==> src/rtl/avf_acc_pkg.sv <==
// avf_acc_pkg: shared types and the saturating adder for the AVF epoch accumulator.
package avf_acc_pkg;
  typedef enum logic [1:0] {IDLE, RUN, STOP} state_t;
  localparam int SNAP_ACC_MAX_W = 32;
  localparam int SNAP_CYC_MAX_W = 16;
  // Sized for the widest supported configuration; the top zero-extends into it.
  typedef struct packed {
    logic [SNAP_ACC_MAX_W-1:0] acc;
    logic [SNAP_CYC_MAX_W-1:0] cycles;
    logic                      sat;
  } snap_t;
  // Returns {clamped, value} with value limited to 2^w-1.
  function automatic logic [64:0] sat_add(input logic [63:0] a, input logic [63:0] b, input int w);
    logic [64:0] s;
    logic [64:0] m;
    s = {1'b0, a} + {1'b0, b};
    m = (65'd1 << w) - 65'd1;
    return (s > m) ? {1'b1, m[63:0]} : {1'b0, s[63:0]};
  endfunction
endpackage

==> src/rtl/avf_prod_sum.sv <==
// avf_prod_sum: per-lane duration x vbit products (stage 1) and their lane sum (stage 2).
module avf_prod_sum
  import avf_acc_pkg::*;
#(
  parameter int NUM_CH = 4,
  parameter int DUR_W  = 10,
  parameter int VB_W   = 8,
  localparam int PROD_W = DUR_W + VB_W,
  localparam int SUM_W  = PROD_W + $clog2(NUM_CH)
) (
  input  logic                    clk,
  input  logic                    reset,
  input  logic                    cap,
  input  logic [NUM_CH-1:0]       in_valid,
  input  logic [NUM_CH*DUR_W-1:0] in_duration,
  input  logic [NUM_CH*VB_W-1:0]  in_vbits,
  output logic [SUM_W-1:0]        sum_q
);
  logic [PROD_W-1:0] prod_d [NUM_CH];
  logic [PROD_W-1:0] prod_q [NUM_CH];
  logic [SUM_W-1:0]  sum_d;
  always_comb begin
    sum_d = '0;
    for (int i = 0; i < NUM_CH; i++) begin
      prod_d[i] = (cap && in_valid[i]) ?
        PROD_W'(in_duration[i*DUR_W +: DUR_W]) * PROD_W'(in_vbits[i*VB_W +: VB_W]) : '0;
      sum_d = sum_d + SUM_W'(prod_q[i]);
    end
  end
  always_ff @(posedge clk or negedge reset) begin
    if (!reset) begin
      prod_q <= '{default: '0};
      sum_q  <= '0;
    end else begin
      prod_q <= prod_d;
      sum_q  <= sum_d;
    end
  end
endmodule

==> src/rtl/avf_epoch_acc.sv <==
// avf_epoch_acc: multi-lane saturating AVF accumulator publishing per-epoch snapshots on valid/ready.
// Define AVF_ACC_PARITY_EN to add snap_parity (even parity over sat, cycles, acc).
module avf_epoch_acc
  import avf_acc_pkg::*;
#(
  parameter int NUM_CH    = 4,
  parameter int DUR_W     = 10,
  parameter int VB_W      = 8,
  parameter int ACC_W     = 25,
  parameter int EPOCH_LEN = 256,
  localparam int EPOCH_W  = $clog2(EPOCH_LEN + 1)
) (
  input  logic                    clk,
  input  logic                    reset,
  input  logic                    enable,
  input  logic                    flush,
  input  logic [NUM_CH-1:0]       in_valid,
  input  logic [NUM_CH*DUR_W-1:0] in_duration,
  input  logic [NUM_CH*VB_W-1:0]  in_vbits,
  output logic                    snap_valid,
  input  logic                    snap_ready,
  output logic [ACC_W-1:0]        snap_acc,
  output logic [EPOCH_W-1:0]      snap_cycles,
  output logic                    snap_sat,
  output logic                    overrun,
  output logic                    busy
`ifdef AVF_ACC_PARITY_EN
  , output logic                  snap_parity
`endif
);
  localparam int SUM_W = DUR_W + VB_W + $clog2(NUM_CH);
  state_t             state_q, state_d;
  logic [EPOCH_W-1:0] cnt_q, cnt_d, s1_cyc_q, s1_cyc_d, s2_cyc_q;
  logic               s1_mark_q, s1_mark_d, s2_mark_q;
  logic [ACC_W-1:0]   acc_q, acc_d, acc_next;
  logic               sat_q, sat_d, clamp;
  snap_t              snap_q, snap_d, cand;
  logic               snap_valid_q, snap_valid_d, overrun_q, overrun_d;
  logic               parity_q, parity_d;
  logic               run, ep_end, load;
  logic [64:0]        add_r;
  logic [SUM_W-1:0]   lane_sum;
  logic               unused_ok;

  avf_prod_sum #(.NUM_CH(NUM_CH), .DUR_W(DUR_W), .VB_W(VB_W)) u_prod_sum (
    .clk(clk), .reset(reset), .cap(run), .in_valid(in_valid),
    .in_duration(in_duration), .in_vbits(in_vbits), .sum_q(lane_sum)
  );

  always_comb begin
    run = state_q == RUN;
    ep_end = run && (cnt_q == EPOCH_W'(EPOCH_LEN - 1) || flush || !enable);
    state_d = (state_q == IDLE) ? (enable ? RUN : IDLE) :
              run ? (enable ? RUN : STOP) :
              (s2_mark_q && !s1_mark_q) ? IDLE : STOP;
    cnt_d = (run && !ep_end) ? cnt_q + EPOCH_W'(1) : '0;
    s1_mark_d = ep_end;
    s1_cyc_d = run ? cnt_q + EPOCH_W'(1) : '0;
    add_r = sat_add(64'(acc_q), 64'(lane_sum), ACC_W);
    acc_next = add_r[ACC_W-1:0];
    clamp = add_r[64];
    cand = '0;
    cand.acc = SNAP_ACC_MAX_W'(acc_next);
    cand.cycles = SNAP_CYC_MAX_W'(s2_cyc_q);
    cand.sat = sat_q || clamp;
    // The end-cycle contribution closes with its epoch; the next epoch starts from zero.
    acc_d = s2_mark_q ? '0 : acc_next;
    sat_d = !s2_mark_q && (sat_q || clamp);
    load = s2_mark_q && (!snap_valid_q || snap_ready);
    snap_d = load ? cand : snap_q;
    snap_valid_d = load || (snap_valid_q && !snap_ready);
    overrun_d = (s2_mark_q && !load) || (overrun_q && !(state_q == IDLE && enable));
    parity_d = load ? ^cand : parity_q;
  end

  always_ff @(posedge clk or negedge reset) begin
    if (!reset) begin
      state_q      <= IDLE;
      cnt_q        <= '0;
      s1_mark_q    <= 1'b0;
      s1_cyc_q     <= '0;
      s2_mark_q    <= 1'b0;
      s2_cyc_q     <= '0;
      acc_q        <= '0;
      sat_q        <= 1'b0;
      snap_q       <= '0;
      snap_valid_q <= 1'b0;
      overrun_q    <= 1'b0;
      parity_q     <= 1'b0;
    end else begin
      state_q      <= state_d;
      cnt_q        <= cnt_d;
      s1_mark_q    <= s1_mark_d;
      s1_cyc_q     <= s1_cyc_d;
      s2_mark_q    <= s1_mark_q;
      s2_cyc_q     <= s1_cyc_q;
      acc_q        <= acc_d;
      sat_q        <= sat_d;
      snap_q       <= snap_d;
      snap_valid_q <= snap_valid_d;
      overrun_q    <= overrun_d;
      parity_q     <= parity_d;
    end
  end

  assign snap_valid  = snap_valid_q;
  assign snap_acc    = snap_q.acc[ACC_W-1:0];
  assign snap_cycles = snap_q.cycles[EPOCH_W-1:0];
  assign snap_sat    = snap_q.sat;
  assign overrun     = overrun_q;
  assign busy        = (state_q != IDLE) || s1_mark_q || s2_mark_q;
  assign unused_ok   = ^{snap_q, add_r, parity_q};
`ifdef AVF_ACC_PARITY_EN
  assign snap_parity = parity_q;
`endif
endmodule

==> config.mk <==
export PLATFORM = sky130hd
export DESIGN_NAME = avf_epoch_acc
export DESIGN_NICKNAME = d
export VERILOG_FILES = /design/src/rtl/avf_acc_pkg.sv /design/src/rtl/avf_prod_sum.sv /design/src/rtl/avf_epoch_acc.sv
export SDC_FILE = /design/constraint.sdc
export NUM_CORES = 1
export LEC_CHECK = 0
export ABC_AREA = 1
export ABC_CLOCK_PERIOD_IN_PS = 4500
export BUFFER_PORTS_ARGS = -buffer_cell sky130_fd_sc_hd__buf_2
export CORE_MARGIN = 8
export CORE_UTILIZATION = 40
export DETAILED_ROUTE_END_ITERATION = 10
export PLACE_DENSITY_LB_ADDON = 0.05
export SYNTH_ARGS = -nofsm -noshare
export SYNTH_HDL_FRONTEND = slang
export SYNTH_SLANG_ARGS = --single-unit
==> constraint.sdc <==
create_clock -name clk -period 4.5 [get_ports clk]
set_input_delay 0.45 -clock clk [delete_from_list [all_inputs] [get_ports clk]]
set_output_delay 0.45 -clock clk [all_outputs]
set_load 0.01 [all_outputs]
* Yosys cells after proc, flatten, opt, wreduce, memory -nomap -nowiden
Cells that the tools add are included.
Word-level totals: flip-flop bits (word level) 186, logic and storage cells 74
Cells by class: add/subtract/negate cells 5, $mul 4, magnitude comparators 1, eq/ne operators 2, mux-type cells 13, reduce and logical (&&, ||, !) cells 31
Operators with widths (number):
- $mul A10 B8 Y18 | 4
- $mux W18 | 4
- $mux W65 | 1
- $add A20 B18 Y20 | 2
- $add A25 B20 Y26 | 1
- $gt A26 B25 Y1 const B | 1
- $mux W25 | 1
- $add A18 B18 Y19 | 1
- $mux W9 | 2
- $logic_and A1 B1 Y1 | 13
- $add A9 B1 Y9 const B | 1
- $eq A9 B8 Y1 const B | 1
- $logic_not A1 Y1 | 8
- $logic_or A1 B1 Y1 | 8
- $mux W2 | 4
- $eq A2 B1 Y1 const B | 1
- $logic_not A2 Y1 | 1
- $reduce_bool A2 Y1 | 1
- $mux W1 | 1

* Logic depth before layout (Yosys ltp)
depth after elaboration 7, depth in mapped cells 22, gate-level depth less buffers 21

* Hierarchy
A second synthesis with hierarchy kept.
Second synthesis, totals: cells, all modules 2915, area, all modules 21161.5 um^2
Modules (own cells, without submodules):
- avf_prod_sum | instances 1, cells each 2208, area each 15882.7 um^2
- avf_epoch_acc | instances 1, cells each 707, area each 5278.8 um^2

* Worst setup path before layout
OpenSTA, ideal clock, no wires.
path kind input port to flip-flop, start point input in_vbits[23], end point register u_prod_sum.prod_q[35] (netlist name), arrival 4.076 ns, data required time 4.373 ns, setup slack 0.297 ns, stages on the path 20, path through clkbuf_1 -> nand2_1 -> fa_1 -> fa_1 -> inv_1 -> fa_1 -> inv_1 -> fa_1 -> inv_1 -> ha_1 -> nand2_1 -> inv_1 -> nand3_1 -> inv_1 -> nand2_1 -> nand3_1 -> nand3_1 -> nand2_1 -> xor2_1 -> nor2_1
RTL lines:
- from (decl) | RTL line avf_epoch_acc.sv:19 | input logic [NUM_CH*VB_W-1:0] in_vbits,
- to (signal assigned) | RTL line avf_prod_sum.sv:35 | prod_q <= prod_d;
- to (decl) | RTL line avf_prod_sum.sv:20 | logic [PROD_W-1:0] prod_q [NUM_CH];

* Final worst setup path
start point register u_prod_sum.prod_q[36] (netlist name), end point register u_prod_sum.sum_q[15]
Between the ends: cells in the longest elaborated chain, start to end 3
Ends and longest elaborated chain:
- $add A18 B18 Y19 | RTL line avf_prod_sum.sv:27 | sum_d = sum_d + SUM_W'(prod_q[i]);
- $add A20 B18 Y20 (2 in a row) | RTL line avf_prod_sum.sv:27
- net u_prod_sum.sum_d[15] | RTL line avf_prod_sum.sv:21 | logic [SUM_W-1:0] sum_d;
- to (signal assigned) | RTL line avf_prod_sum.sv:36 | sum_q <= sum_d;
- to (decl) | RTL line avf_prod_sum.sv:17 | output logic [SUM_W-1:0] sum_q
The timed path passes the listed nets, and every way through them passes these cells. A chain may end at the register's enable or synchronous reset.

==> key figures <==
Yosys
  • Post-synth EDFFs: 0
  • Synthesized area per cell: 7.31 sq um
  • Synth Cell Area: 0.0213 sq mm
  • Synth Instances: 2913
  • Synth warnings: 0
  • Seq cells post-synth: 186
  • Ys flop type: dfrtp_1
  • Post-synthesis sequential area ratio: 21.9%
  • Syn_nets: 3417
  • Ys async rst share: 100%
  • Count of different cell masters after synthesis: 39

Power and ir drop
  • Pwr dens: 441 mW/mm^2
  • Logic pwr share: 62.8%
  • Lkg Pwr: 0.0146 uW
  • Peak VDD IR: 0.281 mV
  • Seq pwr share: 22.1%
  • Sw Ratio: 50.3%
  • Power share of the clock group: 15.1%
  • Internal: 5050 uW
  • Net switching power: 5110 uW

Critical path
  • Startpoint types: flop
  • Worst Path Max Fanout: 5
  • Critical path data required time: 4.85 ns
  • Nature of the critical path endpoint: flop
  • CP Class: reg -> reg
  • Critical path data arrival time: 4.47 ns

Layout
  • Layout Cells excl Fill: 3671
  • Nets: 3473
  • Fraction of layout cells with a size suffix above 1: 6.27%
  • Layout Area Growth over Synthesis: 8.30%

Die
  • Rows: 84
  • Initial core utilization: 40.5%
  • Die Area: 0.0608 sq mm
  • Io pins: 119
  • Area of the core: 0.0526 sq mm
  • Die height: 247 um
  • Die Span X: 247 um

Global routing
  • Initial antenna violation count: 0
  • Met1 usage: 24.7%
  • Met2 usage: 31.2%
  • Vias in the first global route: 17700
  • Overall routing resource usage: 18.3%
  • First-pass GRT wire length: 90400 um
  • Largest net degree at the start of global routing: 111
  • GRT busiest layer: met2
  • GRT met3 Usage: 2.21%
  • GR Overflow Total: 0

Clock tree
  • Clock transition at path regs: 0.08 ns
  • Clk buf depth: 2
  • CTS buffer count: 17
  • CTS Hold Bufs: 0
  • H-tree lvl count: 4
  • CTS tree: built
  • CTS sink count: 186
  • Root buf cell: clkbuf_16
  • Clk_lat worst skew: 0.45 ns

Placed design
  • Buffers added on ports: 118
  • Final GP Congestion: 0.917
  • DP HPWL: 46000 um
  • Dpl cells: 3638

STA
  • RSZ-0062 raised after global routing: no
  • Fmax achieved: 243 MHz
  • Final min period: 4.12 ns
  • Total negative slack: 0 ns
  • Slew Limit Headroom: 33.6%
  • Max Slew Vio Count: 0
  • Final setup viols: 0
  • Fin Clk Skew: 0.0150 ns
  • Tcrit/Tclk final: 91.5%
  • Hold Fails Final Rpt: 0
  • Worst Tran Pin Value: 0.996 ns

Route
  • Via Count: 17300
  • Final wirelength: 54300 um
  • Vias per inst: 4.72
  • DRT Pass-1 Iters: 5
  • DRC viols: 0
  • Antenna viol nets, final: 0
  • 1st-iter DRT viols: 1007
  • Routed len/inst: 14.8 um

Hold path
  • Hold WC Path Type: in -> async

Job
  • Max-cap viol count: 0

Status
  • Status: finished, final reports clean
-- what timing repair did --
| item | CTS | global route |
|---|---|---|
| gates resized for setup | 0 | 3 |
| setup buffers | 0 | 0 |
| endpoints found under the hold margin | 0 | 0 |
| setup endpoints to repair | 0 | 1 |
-- critical path, stage by stage, from the launching register on --
cell	delay (ns)
dfrtp_1	0.44
ha_1	0.30
inv_1	0.10
fa_1	0.45
inv_1	0.11
a21oi_1	0.12
o21ai_2	0.22
nand2_1	0.10
nand3b_1	0.09
nand2_1	0.14
fa_1	0.51
inv_1	0.04
ha_1	0.36
a21oi_1	0.27
o21ai_0	0.16
a21oi_1	0.15
nand2_1	0.10
nand2_1	0.07
nand2_1	0.06
xor2_1	0.23
-- layer usage --
layer  part of all wire, %  wire length, um
met2                    48            26200
met4                   1.8              994
met5                     0                0
met1                    47            25300
met3                   3.3             1780
-- metrics by stage --
| step | util, % | hold WS (ns) | power, uW | setup WS, ns | cell area, sq um |
|---|---|---|---|---|---|
| 6_report | 43.9 | 0.0529 | 10200 | 0.381 | 23000 |
| 5_1_grt | 43.9 | 0.122 | 11400 | 0.0418 | 23000 |
| 4_1_cts | 43.8 | 0.119 | 10300 | 0.198 | 23000 |
| 3_5_place_dp | 42.7 | 0.335 | 8710 | 0.107 | 22400 |
| 3_3_place_gp | 42.7 | 0.332 | 8710 | 0.137 | 22400 |
| 2_1_floorplan | - | 0.154 | 6920 | 0.297 | 21300 |
-- logic make-up after synthesis --
group / after synthesis / share of synthesized area (%)
flops: 186 / 21.9
fa+ha+maj: 423 / 32.4
simple gates: 1119 / 21.0
compound gates: 272 / 7.28
buf+inv: 865 / 15.5
xor+xnor: 48 / 1.98
-- power by group through the flow --
stage          registers, uW  clock network (uW)  logic [uW]
2_1_floorplan           2220                   0        4700
6_report                2240                1530        6390
5_1_grt                 2280                1650        7440
3_5_place_dp            2280                   0        6430
4_1_cts                 2250                1590        6480
3_3_place_gp            2290                   0        6430
-- worst paths after layout --
path / cells past startpoint / start / end / slack (ns)
worst max-delay path: 19 / u_prod_sum.prod_q[36]$_DFF_PN0_ / u_prod_sum.sum_q[15]$_DFF_PN0_ / 0.38
worst min-delay path: 1 / reset / acc_q[24]$_DFF_PN0_ / 0.05
worst max register to register: 19 / u_prod_sum.prod_q[36]$_DFF_PN0_ / u_prod_sum.sum_q[15]$_DFF_PN0_ / 0.38
worst min register to register: 0 / s1_cyc_q[3]$_DFF_PN0_ / s2_cyc_q[3]$_DFF_PN0_ / 0.35
max in group asynchronous: 2 / reset / cnt_q[6]$_DFF_PN0_ / 3.55
min in group clk: 2 / enable / state_q[1]$_DFF_PN0_ / 0.21
-- cell usage after synthesis (4+ instances only) --
cell,instances,share of area [%]
o31ai_1,5,0.18
clkbuf_1,73,1.3
nand4_1,28,0.82
buf_2,4,0.094
a21oi_2,9,0.37
buf_1,5,0.088
fa_1,213,20
buf_6,5,0.26
nand3_1,83,2.0
xnor2_1,27,1.1
a31oi_1,14,0.41
a21oi_1,136,3.2
a21o_1,16,0.56
nand3b_1,10,0.35
dfrtp_1,186,22
nor2_1,171,3.0
nor3_1,16,0.38
o21ai_0,59,1.4
inv_2,7,0.12
nor2_2,4,0.12
inv_1,768,14
o21bai_1,21,0.74
nand2_1,798,14
xor2_1,21,0.86
ha_1,210,12
-- placed cells by master (no fill, tap or decap), drive strengths merged, types with 2 or more instances in the layout --
master	count
inv	784
nand3	85
nor2	175
xnor2	27
nor4	2
nand2	801
o21bai	21
a31oi	14
buf	123
clkbuf	18
ha	210
a21boi	2
o31ai	5
o211ai	3
nor3	16
xor2	21
a21o	16
nand3b	10
dfrtp	186
o21ai	64
a21oi	145
nand4	28
fa	213
clkinv	9
-- final cells by class --
class                           instances  area, sq um
Sequential cell                       186         4650
Multi-Input combinational cell       1862        13300
Clock buffer                           17          425
Antenna cell                            1         2.50
Inverter                              778         2920
Fill cell                            5518        29500
Clock inverter                         15          183
Timing Repair Buffer                  124          657
Tap cell                              688          861
-- sequential cells by signal, indices dropped and copies added (netlist names) --
name               flops
u_prod_sum.prod_q     72
acc_q                 25
snap_acc              25
u_prod_sum.sum_q      20
cnt_q                  9
s1_cyc_q               9
s2_cyc_q               9
snap_cycles            9
state_q                2
overrun                1
s1_mark_q              1
s2_mark_q              1
sat_q                  1
snap_sat               1
snap_valid             1
(Power assumes the default switching activity.)
